<file path="src/rtl/hazard_pkg.sv">
// Shared defaults, select-slice helper and countdown next-state priority for the hazard scoreboard.
package hazard_pkg;

  localparam int DEF_REG_AW  = 3;
  localparam int DEF_NUM_RD  = 2;
  localparam int DEF_MAX_LAT = 3;
  localparam int DEF_LAT_W   = 2;
  localparam int DEF_PERF_W  = 16;

  // Widest packed select bus the slice helper can take.
  localparam int SEL_MAX_W = 64;

  typedef enum logic [1:0] {
    CNT_HOLD,
    CNT_CLEAR,
    CNT_LOAD,
    CNT_DEC
  } cnt_op_e;

  function automatic logic [SEL_MAX_W-1:0] sel_slice(
    input logic [SEL_MAX_W-1:0] vec,
    input int                   idx,
    input int                   w
  );
    logic [SEL_MAX_W-1:0] mask;
    mask = (SEL_MAX_W'(1) << w) - SEL_MAX_W'(1);
    return (vec >> (idx * w)) & mask;
  endfunction

  // Flush beats a new load, and a load beats the running decrement.
  function automatic cnt_op_e cnt_next_op(
    input logic flush,
    input logic load,
    input logic busy
  );
    cnt_op_e op;
    if (flush)     op = CNT_CLEAR;
    else if (load) op = CNT_LOAD;
    else if (busy) op = CNT_DEC;
    else           op = CNT_HOLD;
    return op;
  endfunction

endpackage

</file>
<file path="src/rtl/hazard_reg_ctr.sv">
// Pending-writeback countdown for one architectural register.
module hazard_reg_ctr
  import hazard_pkg::*;
#(
  parameter int LAT_W = DEF_LAT_W
) (
  input  logic             clk,
  input  logic             rst,
  input  logic             flush,
  input  logic             load,
  input  logic [LAT_W-1:0] load_val,
  output logic [LAT_W-1:0] cnt,
  output logic             busy
);

  logic [LAT_W-1:0] cnt_next;

  assign busy = (cnt != '0);

  always_comb begin
    cnt_next = cnt;
    case (cnt_next_op(flush, load, busy))
      CNT_CLEAR: cnt_next = '0;
      CNT_LOAD:  cnt_next = load_val;
      CNT_DEC:   cnt_next = cnt - LAT_W'(1);
      default:   cnt_next = cnt;
    endcase
  end

  always_ff @(posedge clk or posedge rst) begin
    if (rst) cnt <= '0;
    else     cnt <= cnt_next;
  end

endmodule

</file>
<file path="src/rtl/hazard_scoreboard.sv">
// Decode-stage RAW/WAW hazard scoreboard driving stall and the PC / IF-ID enables.
// Optional writeback bypass is enabled by defining HAZARD_FWD_EN.
module hazard_scoreboard
  import hazard_pkg::*;
#(
  parameter int REG_AW  = DEF_REG_AW,
  parameter int NUM_RD  = DEF_NUM_RD,
  parameter int MAX_LAT = DEF_MAX_LAT,
  parameter int LAT_W   = DEF_LAT_W,
  parameter int PERF_W  = DEF_PERF_W
) (
  input  logic                     clk,
  input  logic                     rst,
  input  logic                     issue_valid,
  input  logic [NUM_RD-1:0]        issue_rd_en,
  input  logic [NUM_RD*REG_AW-1:0] issue_rs,
  input  logic                     issue_we,
  input  logic [REG_AW-1:0]        issue_wsel,
  input  logic [LAT_W-1:0]         issue_lat,
  input  logic                     flush,
  output logic                     stall,
  output logic                     enPC,
  output logic                     enIFID,
  output logic [(2**REG_AW)-1:0]   busy_vec,
  output logic [PERF_W-1:0]        stall_cnt,
  output logic [NUM_RD-1:0]        fwd_hit
);

  localparam int NREG = 2**REG_AW;

  logic [LAT_W-1:0]  cnt [NREG];
  logic [NREG-1:0]   busy;
  logic [NREG-1:0]   load;
  logic [REG_AW-1:0] rs_sel [NUM_RD];
  logic [NUM_RD-1:0] rd_block;
  logic              raw;
  logic              waw;
  logic              accept;
  logic              wr_ok;

  // A source is blocked while its register is busy; with bypass, the landing cycle is served.
  always_comb begin
    rd_block = '0;
`ifdef HAZARD_FWD_EN
    fwd_hit  = '0;
`endif
    for (int k = 0; k < NUM_RD; k++) begin
      rs_sel[k] = REG_AW'(sel_slice(SEL_MAX_W'(issue_rs), k, REG_AW));
`ifdef HAZARD_FWD_EN
      rd_block[k] = issue_rd_en[k] & busy[rs_sel[k]] & (cnt[rs_sel[k]] != LAT_W'(1));
      fwd_hit[k]  = issue_valid & issue_rd_en[k] & (cnt[rs_sel[k]] == LAT_W'(1));
`else
      rd_block[k] = issue_rd_en[k] & busy[rs_sel[k]];
`endif
    end
  end

`ifndef HAZARD_FWD_EN
  assign fwd_hit = '0;
`endif

  // An older write landing after a younger one to the same register would corrupt it.
  assign raw    = |rd_block;
  assign waw    = issue_we & (cnt[issue_wsel] > issue_lat);
  assign stall  = issue_valid & ~flush & (raw | waw);
  assign enPC   = ~stall;
  assign enIFID = ~stall;
  assign accept = issue_valid & ~stall & ~flush;

  // A zero latency is illegal; hardware drops it rather than loading an idle counter.
  assign wr_ok  = accept & issue_we & (issue_lat != '0);

  for (genvar r = 0; r < NREG; r++) begin : g_reg
    assign load[r] = wr_ok & (issue_wsel == REG_AW'(r));

    hazard_reg_ctr #(
      .LAT_W    (LAT_W)
    ) u_ctr (
      .clk      (clk),
      .rst      (rst),
      .flush    (flush),
      .load     (load[r]),
      .load_val (issue_lat),
      .cnt      (cnt[r]),
      .busy     (busy[r])
    );
  end

  assign busy_vec = busy;

  always_ff @(posedge clk or posedge rst) begin
    if (rst)                           stall_cnt <= '0;
    else if (stall && stall_cnt != '1) stall_cnt <= stall_cnt + PERF_W'(1);
  end

  a_lat_legal: assert property (@(posedge clk) disable iff (rst)
    (accept & issue_we) |-> (issue_lat != '0 && int'(issue_lat) <= MAX_LAT));

endmodule

</file>
<file path="config.mk">
export PLATFORM = sky130hd
export DESIGN_NAME = hazard_scoreboard
export DESIGN_NICKNAME = d
export VERILOG_FILES = /design/src/rtl/hazard_pkg.sv /design/src/rtl/hazard_reg_ctr.sv /design/src/rtl/hazard_scoreboard.sv
export SDC_FILE = /design/constraint.sdc
export NUM_CORES = 1
export LEC_CHECK = 0
export ABC_AREA = 1
export ABC_CLOCK_PERIOD_IN_PS = 6600
export CAP_MARGIN = 10
export CORE_UTILIZATION = 57
export DETAILED_ROUTE_END_ITERATION = 16
export PLACE_DENSITY = 0.86
export SKIP_CTS_REPAIR_TIMING = 1
export SLEW_MARGIN = 20
export SYNTH_ARGS = -nofsm -noshare
export SYNTH_HDL_FRONTEND = slang
export SYNTH_SLANG_ARGS = --single-unit
</file>
<file path="constraint.sdc">
create_clock -name clk -period 6.6 [get_ports clk]
set_clock_uncertainty 0.05 [all_clocks]
set_input_delay 1.32 -clock clk [delete_from_list [all_inputs] [get_ports clk]]
set_output_delay 1.32 -clock clk [all_outputs]
set_load 0.005 [all_outputs]
</file>
==> results.json, run 1 <==
{
  "required_ns": 5.23,
  "diodes": 0,
  "synth-compound-area-share_pct": 5.452,
  "yosys.area_share.simple_pct": 39.29,
  "grt_pass1_wl_mm": 10.12,
  "avgSynthCellArea_um2": 7.237,
  "crit_fanout": 5,
  "cts_htree_levels": 2,
  "antenna_left": 0,
  "crit_path_start_kind": "primary input",
  "wire_per_inst_um": 14.57,
  "reg2reg_slack_ns": 3.97,
  "coreArea_um2": 4144,
  "synth.cell_area_um2": 2547,
  "synthMuxAreaShare_pct": 0,
  "drt-total-wl_mm": 6.381,
  "seq_area_frac_synth_pct": 31.43,
  "grt_remaining_overflow": 0,
  "yosys_warnings": 0,
  "ios": 47,
  "hold_path_class": "reg2reg",
  "cts_tree": "yes",
  "powerDensity_nw_per_um2": 349.3,
  "route.detailed.drc": 0,
  "p_leak_uw": 0.001384,
  "fin_cells": 438,
  "outcome": "completed",
  "synth_top_cell_by_area": "dfrtp_1",
  "synthCells": 352,
  "synth_top_family_by_area": "simple AND/OR/NAND/NOR gates",
  "critPathCaptureType": "output port",
  "ys_ff_latch": 32,
  "syn2layout_area_growth_pct": 19.11,
  "async_reset_ff_share_pct": 100.0,
  "drtIter0Drc": 192,
  "cts_sinks": 32,
  "yosys.cell_types.count": 40,
  "clock.fmax_mhz": 182.8,
  "worst_hold_path.num_cells": 2,
  "drv_slew": 0,
  "reg2reg_depth": 14,
  "drv_cap": 0,
  "reg2reg_to": "g_reg[1].u_ctr.cnt[0]",
  "fin_setup_tns_ns": 0,
  "rsz0062_at_grt": "false",
  "total_power_uw": 1060,
  "critPathCapture": "stall",
  "setup_viol": 0,
  "synth_xor_area_share_pct": 4.126,
  "vias_per_cell": 5.737,
  "synth.area.top_cells": "dfrtp_1 (31%), nand3_1 (12%), nand2_1 (9.3%)",
  "cts_made_buffers": 5,
  "drive_above_1_share_pct": 7.474,
  "arrival_ns": 4.10,
  "yosysTopAreaCellShare_pct": 31.43,
  "clockRootBuffer": "clkbuf_8",
  "timing.rr.start": "g_reg[5].u_ctr.cnt[1]",
  "fp.dieH_um": 68.85,
  "via_count": 2513,
  "cts_buffer_depth": 2,
  "hold_viol": 0,
  "clk_latency_ns": 0.30,
  "ys.flop_type": "dfrtp_1",
  "finalWorstSetupSlack_ns": 1.129,
  "min_period_ns": 5.471,
  "pre_cts_slack_ns": 1.222,
  "place_area_um2": 2919,
  "row_count": 23,
  "io_buffers": 44,
  "antenna_found_initial": 0,
  "nets": 416,
  "globalplace.congestion": 0.9767,
  "firstDrtPassIters": 4,
  "cp-startpoint": "issue_wsel[0]",
  "post-route-period-util_pct": 82.89,
  "cts.reportedPaths.clkPinSlew_ns": 0.07,
  "initial_utilization_pct": 61.47,
  "synth_fa_ha_area_share_pct": 5.403,
  "final_area_um2": 3034,
  "dieArea_um2": 4740,
  "synth_enable_flop_cells": 0,
  "dp_cells": 430,
  "dpl.hpwl_mm": 4.738,
  "grt_use_total_pct": 29.32,
  "critPathKind": "in2out",
  "grt_max_degree": 33,
  "die_w_um": 68.85,
  "grt_pass1_vias": 2294,
  "vdd_drop_max_mv": 0.2356
}
==> metrics by stage <==
step / utilization (%) / hold WS (ns)
floorplan: - / 0.4419
CTS: 73.22 / 0.4930
global route: 73.22 / 0.5207
detailed placement: 70.44 / 0.4636
global placement: 70.44 / 0.4575
finish: 73.22 / 0.4894
==> report_power, final <==
group,internal (µW),leakage [µW],switching [µW]
Combinational,251,0.000903,293
Sequential,260,0.000427,57.3
Clock,114,0.0000548,83.9
==> flip-flops by register name (all words and copies together) (netlist names) <==
| signal | cells |
|---|---|
| stall_cnt | 16 |
| g.u_ctr.cnt | 16 |
==> cells in the final DEF, fill, tap and decap left out, types with 2 or more instances in the layout <==
master	synthesis	layout
nand2_1	63	63
nand3_1	63	63
inv_1	52	52
clkdlybuf4s50_1	0	44
dfrtp_1	32	32
nor2_1	28	28
nand4_1	22	22
ha_1	11	11
o21ai_0	8	8
xor2_1	7	7
nand3b_1	6	6
xnor2_1	5	5
clkbuf_8	0	5
nor3_1	4	4
o21ai_2	4	4
nand3_2	3	3
nor2_4	3	3
o22ai_1	3	3
inv_2	2	2
nand2_2	2	2
conb_1	1	2
==> kinds of logic after synthesis <==
family | after synthesis
other cells | 1
xor+xnor | 12
buf+inv | 75
simple gates | 200
flops | 32
compound gates | 21
fa+ha+maj | 11
==> worst min-delay path by stage <==
stage                          start               endpoint
2_1_floorplan  g_reg[5].u_ctr.cnt[0]  g_reg[5].u_ctr.cnt[0]
3_3_place_gp   g_reg[0].u_ctr.cnt[0]  g_reg[0].u_ctr.cnt[0]
3_5_place_dp   g_reg[5].u_ctr.cnt[1]  g_reg[5].u_ctr.cnt[1]
4_1_cts        g_reg[4].u_ctr.cnt[0]  g_reg[4].u_ctr.cnt[0]
5_1_grt        g_reg[4].u_ctr.cnt[0]  g_reg[4].u_ctr.cnt[0]
6_report       g_reg[4].u_ctr.cnt[1]  g_reg[4].u_ctr.cnt[1]
==> critical path, stage by stage <==
cell and delay [ns]:
clkdlybuf4s50_1 0.48, nor2_1 0.26, inv_1 0.15, o22ai_1 0.15
a221oi_1 0.07, o21ai_0 0.19, ha_1 0.27, inv_1 0.06
nor2_1 0.04, o21ai_0 0.29, nand3_2 0.17, nand2_2 0.12
clkinv_2 0.08, clkdlybuf4s50_1 0.45
==> metal layers <==
metal  GRT usage (%)  wire length, µm  vias to the layer above
met5               0                0                        -
met4           13.27              129                        0
met3           6.250              422                       14
met2           51.82             3250                       89
met1           33.54             2579                     1178
li1                -                -                     1232
==> Yosys cell counts (3+ instances only) <==
cell type  number
dfrtp_1        32
ha_1           11
nand3_1        63
xnor2_1         5
o22ai_1         3
nor3_1          4
inv_1          52
nand4_1        22
nand2_1        63
xor2_1          7
nand3b_1        6
nor2_4          3
o21ai_2         4
o21ai_0         8
buf_4          11
nand3_2         3
nor2_1         28
==> layout make-up <==
class / instances / area (µm²)
sequential: 32 / 800.8
clock buffer: 5 / 68.82
fill: 353 / 1110
multi-input combinational: 246 / 1390
inverter: 57 / 217.7
clock inverter: 3 / 46.29
timing repair buffer: 45 / 447.9
tap: 50 / 62.56
(Power assumes the default switching activity.)
==> run 2: changes to the inputs <==
Settings changed: ABC_CLOCK_PERIOD_IN_PS 6600 to 4750, CORE_UTILIZATION 57 to 48, PLACE_DENSITY 0.86 to 0.77.
Clock period 6.6 ns to 4.75 ns, I/O delays scaled along.
==> results.json, run 2 (synthesized netlist as in run 1, its figures left out) <==
{
  "outcome": "completed",
  "crit_fanout": 6,
  "cts_sinks": 32,
  "ios": 47,
  "wire_per_inst_um": 13.96,
  "crit_path_start_kind": "primary input",
  "die_w_um": 74.85,
  "reg2reg_slack_ns": 2.19,
  "final_cell_mix": "nand3_1 (63), nand2_1 (61), inv_1 (52)",
  "setup_viol": 0,
  "antenna_found_initial": 0,
  "dp_cells": 453,
  "clk_latency_ns": 0.29,
  "via_count": 2519,
  "route.detailed.drc": 0,
  "vias_per_cell": 5.464,
  "clockRootBuffer": "clkbuf_8",
  "holdWs_ns": 0.4754,
  "nets": 419,
  "post-route-period-util_pct": 97.15,
  "syn2layout_area_growth_pct": 22.05,
  "min_period_ns": 4.615,
  "place_area_um2": 2967,
  "drive_above_1_share_pct": 9.463,
  "total_power_uw": 1498,
  "drv_slew": 0,
  "largestRegisters": "g.u_ctr.cnt (16), stall_cnt (16)",
  "fp.dieH_um": 74.85,
  "antenna_left": 0,
  "drv_cap": 0,
  "firstDrtPassIters": 5,
  "drtIter0Drc": 156,
  "drt-total-wl_mm": 6.436,
  "hold_viol": 0,
  "dpl.hpwl_mm": 4.811,
  "hold_path_class": "reg2reg",
  "pre_cts_slack_ns": 0.04449,
  "cts.reportedPaths.clkPinSlew_ns": 0.07,
  "cts_htree_levels": 2,
  "grt_pass1_vias": 2319,
  "powerDensity_nw_per_um2": 481.8,
  "dieArea_um2": 5603,
  "arrival_ns": 3.61,
  "initial_utilization_pct": 49.88,
  "critPathCaptureType": "output port",
  "grt_pass1_wl_mm": 10.78,
  "diodes": 0,
  "vdd_drop_max_mv": 0.2382,
  "clock.fmax_mhz": 216.7,
  "fillers": 476,
  "coreArea_um2": 5107,
  "globalplace.congestion": 0.8811,
  "cts_made_buffers": 5,
  "critPathKind": "in2out",
  "relSlewSlack_pct": 65.09,
  "grt_use_total_pct": 25.24,
  "row_count": 26,
  "grt_remaining_overflow": 0,
  "finalWorstSetupSlack_ns": 0.1353,
  "final_common_cell": "nand3_1",
  "fin_cells": 461,
  "final_area_um2": 3109,
  "grt_max_degree": 33,
  "required_ns": 3.75,
  "cts_tree": "yes",
  "tightest_slew_ns": 0.5204,
  "cts_buffer_depth": 2,
  "p_leak_uw": 0.001419,
  "io_buffers": 44
}
[run 2: cell types whose count changed in the layout (fill, tap and decap cells not counted), sizes merged]
cell,change
clkinvlp,-1
clkdlybuf4s50,-1
buf,+3
inv,-1
dlymetal6s2s,+1
clkbuf,+2
[run 2: power by group]
group          internal [µW]  leakage [µW]  total [µW]  switching, µW
combinational            353      0.000928         759            406
sequential               362      0.000427         442           79.8
clock                    185     0.0000645         297            112
total                    900       0.00142        1500            598
[run 2: worst max-delay path, cell delays in order]
cell	delay, ns
clkdlybuf4s50_1	0.55
inv_1	0.10
nand2_2	0.12
o22ai_1	0.09
a221oi_1	0.22
o21ai_0	0.15
ha_1	0.33
a21oi_1	0.21
o21ai_2	0.10
nand3_2	0.12
nand2_2	0.09
clkinv_2	0.07
clkdlybuf4s50_1	0.50
[run 2: worst paths after layout]
check | start | end | depth (start not counted)
min in group asynchronous | rst | stall_cnt[13] | 3
worst max register to register | g_reg[4].u_ctr.cnt[1] | g_reg[3].u_ctr.cnt[0] | 14
max in group asynchronous | rst | stall_cnt[11] | 3
worst min-delay path | g_reg[5].u_ctr.cnt[0] | g_reg[5].u_ctr.cnt[0] | 2
worst min register to register | g_reg[5].u_ctr.cnt[0] | g_reg[5].u_ctr.cnt[0] | 2
worst max-delay path | issue_wsel[1] | stall | 13
[run 2: through the flow]
stage,TNS [ns],utilization [%]
after floorplan,0,-
after global placement,0,58.08
after detailed placement,0,58.08
after CTS,0,60.56
after global routing,-0.003033,60.88
final,0,60.88
[run 2: routing by layer]
metal  track usage, %  part of all wire [%]  wire (µm)
met1            34.51                    44       2805
met2            39.44                    49       3128
met3            5.756                   6.3        405
met4            8.595                   1.5         97
met5                0                     0          0
[run 2: cell type report]
cell class	count	area (µm²)	share of cell area, %
Sequential cell	32	800.8	25.75
Multi-Input combinational cell	246	1404	45.15
Clock buffer	7	96.34	3.099
Tap cell	70	87.58	2.817
Timing Repair Buffer	48	473.0	15.21
Inverter	57	217.7	7.002
Clock inverter	1	30.03	0.9658
